## config.mk

```make
export PLATFORM = sky130hd
export DESIGN_NAME = hdmi_timing_gen
export DESIGN_NICKNAME = d
export VERILOG_FILES = /design/src/rtl/hdmi_timing_gen.sv
export SDC_FILE = /design/constraint.sdc
export NUM_CORES = 1
export LEC_CHECK = 0
export BUFFER_PORTS_ARGS = -buffer_cell sky130_fd_sc_hd__buf_2
export CAP_MARGIN = 30
export CORE_UTILIZATION = 45
export CTS_CLUSTER_DIAMETER = 100
export DETAILED_ROUTE_END_ITERATION = 10
export PLACE_DENSITY = 0.68
export SYNTH_ARGS = -nofsm -noshare
export SYNTH_HDL_FRONTEND = slang
export SYNTH_SLANG_ARGS = --single-unit
```

## constraint.sdc

```tcl
create_clock -name clk_pixel -period 3.8 [get_ports clk_pixel]
set_input_delay 0.38 -clock clk_pixel [delete_from_list [all_inputs] [get_ports clk_pixel]]
set_output_delay 0.38 -clock clk_pixel [all_outputs]
set_load 0.01 [all_outputs]
```

## src/rtl/hdmi_timing_gen.sv

```systemverilog
// hdmi_timing_gen: parametric HDMI raster timing with demand-driven data-island scheduling
module hdmi_timing_gen #(
  parameter int H_ACTIVE = 640,
  parameter int H_FRONT = 16,
  parameter int H_SYNC = 96,
  parameter int H_BACK = 48,
  parameter int V_ACTIVE = 480,
  parameter int V_FRONT = 10,
  parameter int V_SYNC = 2,
  parameter int V_BACK = 33,
  parameter bit H_SYNC_POL = 1'b0,
  parameter bit V_SYNC_POL = 1'b0,
  parameter bit DVI_OUTPUT = 1'b0,
  parameter int ISLAND_OFFSET = 2,
  parameter int MAX_PACKETS = 18,
  parameter int BIT_WIDTH = 11,
  parameter int BIT_HEIGHT = 10
) (
  input  logic                clk_pixel,
  input  logic                reset_n,
  input  logic                packet_valid,
  output logic [BIT_WIDTH:0]  cx,
  output logic [BIT_HEIGHT:0] cy,
  output logic                hsync,
  output logic                vsync,
  output logic [2:0]          mode,
  output logic [3:0]          ctrl,
  output logic                packet_ready,
  output logic                packet_first,
  output logic [4:0]          slot_cycle,
  output logic                frame_start
);
  localparam int H_BLANK = H_FRONT + H_SYNC + H_BACK;
  localparam int V_BLANK = V_FRONT + V_SYNC + V_BACK;
  localparam int FW = H_BLANK + H_ACTIVE;
  localparam int FH = V_BLANK + V_ACTIVE;
  localparam int SLOTS_RAW = (H_BLANK - ISLAND_OFFSET - 34) / 32;
  localparam int PKT_SLOTS = SLOTS_RAW < 0 ? 0 : (SLOTS_RAW > MAX_PACKETS ? MAX_PACKETS : SLOTS_RAW);
  localparam bit ISL_OK = !DVI_OUTPUT && PKT_SLOTS > 0;
  localparam int CW = BIT_WIDTH + 1;
  localparam int RW = BIT_HEIGHT + 1;
  localparam logic [CW-1:0] CX_LAST = CW'(FW - 1);
  localparam logic [RW-1:0] CY_LAST = RW'(FH - 1);
  localparam logic [CW-1:0] HB = CW'(H_BLANK);
  localparam logic [CW-1:0] HB_PRE = CW'(H_BLANK - 10);
  localparam logic [CW-1:0] HB_GRD = CW'(H_BLANK - 2);
  localparam logic [CW-1:0] HS_ON = CW'(H_FRONT);
  localparam logic [CW-1:0] HS_OFF = CW'(H_FRONT + H_SYNC);
  localparam logic [RW-1:0] VB = RW'(V_BLANK);
  localparam logic [RW-1:0] VS_ON = RW'(V_FRONT);
  localparam logic [RW-1:0] VS_OFF = RW'(V_FRONT + V_SYNC);
  localparam logic [CW-1:0] ISL_X = CW'(ISLAND_OFFSET);

  typedef enum logic [2:0] {CTRL, ISL_PRE, ISL_GUARD_L, ISL_DATA, ISL_GUARD_T} state_t;

  state_t state, state_n;
  logic run;
  logic [CW-1:0] cx_n;
  logic [RW-1:0] cy_n;
  logic [4:0] cnt, cnt_n;
  logic [7:0] slots, slots_n;
  logic v_line;

  // Everything below is computed for the pixel about to be presented, so registering it keeps zero-offset alignment.
  // Raster position of the next pixel; the first edge after reset re-presents (0,0) to flag frame_start.
  always_comb begin
    cx_n = run ? ((cx == CX_LAST) ? '0 : cx + 1'b1) : '0;
    cy_n = run ? ((cx != CX_LAST) ? cy : (cy == CY_LAST) ? '0 : cy + 1'b1) : '0;
  end

  assign v_line = cy_n >= VB;

  // Island sequencer: preamble, leading guard, back-to-back packet slots, trailing guard.
  always_comb begin
    state_n = state;
    cnt_n = cnt + 5'd1;
    slots_n = slots;
    case (state)
      CTRL: begin
        cnt_n = '0;
        if (ISL_OK && packet_valid && cx_n == ISL_X) state_n = ISL_PRE;
      end
      ISL_PRE: if (cnt == 5'd7) begin
        state_n = ISL_GUARD_L;
        cnt_n = '0;
      end
      ISL_GUARD_L: if (cnt == 5'd1) begin
        state_n = ISL_DATA;
        cnt_n = '0;
        slots_n = 8'd1;
      end
      ISL_DATA: if (cnt == 5'd31) begin
        if (packet_valid && slots < 8'(PKT_SLOTS)) slots_n = slots + 8'd1;
        else state_n = ISL_GUARD_T;
      end
      ISL_GUARD_T: if (cnt == 5'd1) begin
        state_n = CTRL;
        cnt_n = '0;
      end
      default: state_n = CTRL;
    endcase
  end

  // State and registered outputs; reset abandons any island immediately.
  always_ff @(posedge clk_pixel or negedge reset_n) begin
    if (!reset_n) begin
      run <= 1'b0;
      state <= CTRL;
      cnt <= '0;
      slots <= '0;
      cx <= '0;
      cy <= '0;
      hsync <= ~H_SYNC_POL;
      vsync <= ~V_SYNC_POL;
      mode <= 3'd0;
      ctrl <= 4'd0;
      packet_ready <= 1'b0;
      slot_cycle <= '0;
      frame_start <= 1'b0;
    end else begin
      run <= 1'b1;
      state <= state_n;
      cnt <= cnt_n;
      slots <= slots_n;
      cx <= cx_n;
      cy <= cy_n;
      hsync <= (cx_n >= HS_ON && cx_n < HS_OFF) ? H_SYNC_POL : ~H_SYNC_POL;
      vsync <= (cy_n >= VS_ON && cy_n < VS_OFF) ? V_SYNC_POL : ~V_SYNC_POL;
      mode <= (state_n == ISL_DATA) ? 3'd3 :
              (state_n == ISL_GUARD_L || state_n == ISL_GUARD_T) ? 3'd4 :
              !v_line ? 3'd0 : (cx_n >= HB) ? 3'd1 : (cx_n >= HB_GRD) ? 3'd2 : 3'd0;
      ctrl <= (state_n == ISL_PRE) ? 4'b0101 :
              (v_line && cx_n >= HB_PRE && cx_n < HB_GRD) ? 4'b0001 : 4'b0000;
      packet_ready <= state_n == ISL_DATA && cnt_n == 5'd0;
      slot_cycle <= (state_n == ISL_DATA) ? cnt_n : 5'd0;
      frame_start <= cx_n == '0 && cy_n == '0;
    end
  end

  assign packet_first = packet_ready;
endmodule

```

==> results.tsv <==
metric	value	unit
period_needed	3.24	ns
multiInputGateArea	1620	sq um
track_usage	20.0	%
clkTransAtPathRegs	0.11	ns
final_cell_area	3480	sq um
worst_pin_slew	0.673	ns
postCtsResizedCells	0	
fp.dieW	85.7	um
cts_setup_buffers	0	
hold_viol_final	0	
synth_top_area_share	41.3	%
cts-root-buf	clkbuf_8	
seqCellArea	1350	sq um
seq_area_frac_synth	43.0	%
gp_congestion	0.888	
slew_headroom	54.7	%
avgSynthCellArea	9.10	sq um
grt_first_pass_wirelength	11700	um
synth-compound-area-share	13.2	%
grt_max_degree	55	
drcViolationCount	0	
p_leak	1.54	nW
num_rows	30	
synth.top_cells.by_count	dfrtp_1 (52), nor2_1 (51), nand2_1 (20)	
cp.arrival	3.50	ns
swShare	32.4	%
wl_per_cell	14.8	um
gr-total-overflow	0	
pwr-share-seq	53.7	%
io_pins	43	
reg2reg_slack	0.56	ns
ant_nets	0	
worstSetupPathType	reg2reg	
die_y	85.7	um
start_util	46.4	%
cp-start-kind	register	
grt_pass1_vias	2539	
htree_levels	2	
dieArea	7340	sq um
p_int	857	uW
dr_total_vias	2657	
placed_cell_area	3380	sq um
comb_power_share	18.8	%
drv_cap	0	
syn_inst	346	
p_sw	410	uW
fillers	649	
post-route-period-util	85.3	%
synth.largest_area_cell	dfrtp_1	
power_frac_clock	27.5	%
yosys-top-cells-area	dfrtp_1 (41%), nor2_1 (6.1%), xnor2_1 (3.6%)	
portBuffers	40	
synth_warnings	0	
hpwl	5010	um
slowest_stage	nor4_1	
wl	6980	um
final-instance-count-excl-fill	473	
yosysMostFrequentCell	dfrtp_1	
power_density	364	nW/um^2
antenna_found_initial	0	
clkSinkCount	54	
dr.pass1.iters	4	
cts_buffer_depth	2	
synth-simple-area-share	26.9	%
synth_top_family_by_area	simple AND/OR/NAND/NOR gates	
synthDistinctLibCells	62	
drive_gt1_share	17.5	%
fin_worst_skew	0.0170	ns
rsz0062_at_grt	no	
clk_latency	0.33	ns
async_reset_ff_share	100	%
core	6790	sq um
yosys.area_share.adder	3.10	%
cts.hold.buffers_added	0	
synth_edf_count	0	
path_max_fanout	9	
setup_tns	0	ns
synth_ff_type	dfrtp_1	
dpl.cell_count	465	
endpoint_kind	register	
synthesis.area	3150	sq um
slew_violations	0	
antenna_cells	0	
viasPerCell	5.62	
setup_viol	0	
critPathMaxStageDelay	0.59	ns
max_freq	0.309	GHz
synth-xor-area-share	6.95	%
area_growth	10.4	%
drt_iter0_drc	152	
cp_cell_sequence	ha_1 -> or4b_1 -> nor4_1 -> mux2_2 -> nor3_1 -> a211oi_2 -> or4_1 -> o21ai_1	
synthMuxAreaShare	1.07	%
cp.required	4.06	ns
outcome	complete, no violations	
nNetsFinal	386	
numCtsBuffers	5	
cts_tree	built	
ir_drop	252	uV
hold_class	in2async	
synth-seq-cells	54	
registers in the layout, indices dropped and copies added (netlist names):
name,count
ctrl,2
mode,3
run,1
state,3
frame_start,1
slot_cycle,5
hsync,1
vsync,1
slots,8
cnt,5
cy,11
packet_first,1
cx,12
power groups by stage:
stage,clock network (mW),registers [mW],logic (mW)
6_report,0.349,0.680,0.238
5_1_grt,0.382,0.689,0.268
4_1_cts,0.362,0.680,0.243
3_5_place_dp,0,0.690,0.243
3_3_place_gp,0,0.692,0.237
2_1_floorplan,0,0.684,0.163
worst max-delay path, delay by kind of cell, from the launching register on:
kind / cells / cell delay (ns)
DFF: 1 / 0.46
and+or+nand+nor: 4 / 1.76
AOI/OAI and AO/OA: 2 / 0.19
adders and majority gates: 1 / 0.37
muxes: 1 / 0.40
routing by layer:
| layer | wire, um | GRT usage (%) | part of all wire, % | up-vias |
|---|---|---|---|---|
| li1 | - | - | - | 1282 |
| met1 | 3060 | 24.7 | 44 | 1295 |
| met2 | 3470 | 34.5 | 50 | 64 |
| met3 | 273 | 3.27 | 3.9 | 16 |
| met4 | 172 | 8.94 | 2.5 | 0 |
| met5 | 0 | 0 | 0 | - |
layout by cell type (no fill, tap or decap), types with 2 or more instances in the layout:
cell type  netlist  layout
o21ai_1          2       2
or2_1            2       2
a21oi_1         10      10
clkbuf_8         0       5
nor2_1          51      51
xor2_1          12      12
inv_1           18      18
a41o_1           2       2
ha_1             7       7
nand2_1         20      20
xnor2_1         13      13
and4_1           3       3
dfstp_2          2       2
and3_1           7       7
buf_4            4       2
a31oi_1          5       5
o21ai_0         13      13
nor4bb_1         3       3
mux2_2           3       3
or4b_1           2       2
nand3_1         18      18
a41oi_1          2       2
o31ai_1          4       4
nand4_1          9       9
and2_1           2       2
nor4_1           5       5
nand2b_1         4       4
or3_1            3       3
dfrtp_1         52      52
conb_1           2       3
or4_1            5       5
nor3_1          14      14
nor2b_1          3       3
buf_2            3      40
o31a_1           2       2
clkinv_4         0       2
metrics by stage:
step | utilization (%) | hold slack [ns] | power, mW | setup WS, ns
after global placement | 49.7 | 0.487 | 0.929 | 0.731
after global routing | 51.2 | 0.213 | 1.34 | 0.341
after floorplan | - | 0.0844 | 0.847 | 0.797
after detailed placement | 49.7 | 0.523 | 0.933 | 0.584
final | 51.2 | 0.145 | 1.27 | 0.560
after CTS | 51.2 | 0.194 | 1.29 | 0.550
path summary, 6_finish.rpt:
kind	end	cells past startpoint	startpoint
max in group asynchronous	run	2	reset_n
max reg2reg	ctrl[0]	8	cy[0]
min reg2reg	slots[7]	2	slots[7]
min	cx[9]	2	reset_n
min in group clk_pixel	slots[7]	2	slots[7]
max	ctrl[0]	8	cy[0]
cell families after synthesis:
family | count (synthesis)
AND/OR/NAND/NOR | 160
AO/OA/AOI/OAI | 56
flip-flops | 54
buffers and inverters | 38
XOR/XNOR | 25
adder cells (fa/ha/maj) | 8
multiplexers | 3
other | 2
final cells by class:
| class | instances | share of cell area [%] |
|---|---|---|
| Tap cell | 96 | 3.45 |
| Timing Repair Buffer | 42 | 6.19 |
| Inverter | 18 | 1.94 |
| Clock inverter | 3 | 0.828 |
| Clock buffer | 5 | 1.98 |
| Multi-Input combinational cell | 255 | 46.7 |
| Sequential cell | 54 | 38.9 |
Power figures use the tool's default switching activity.
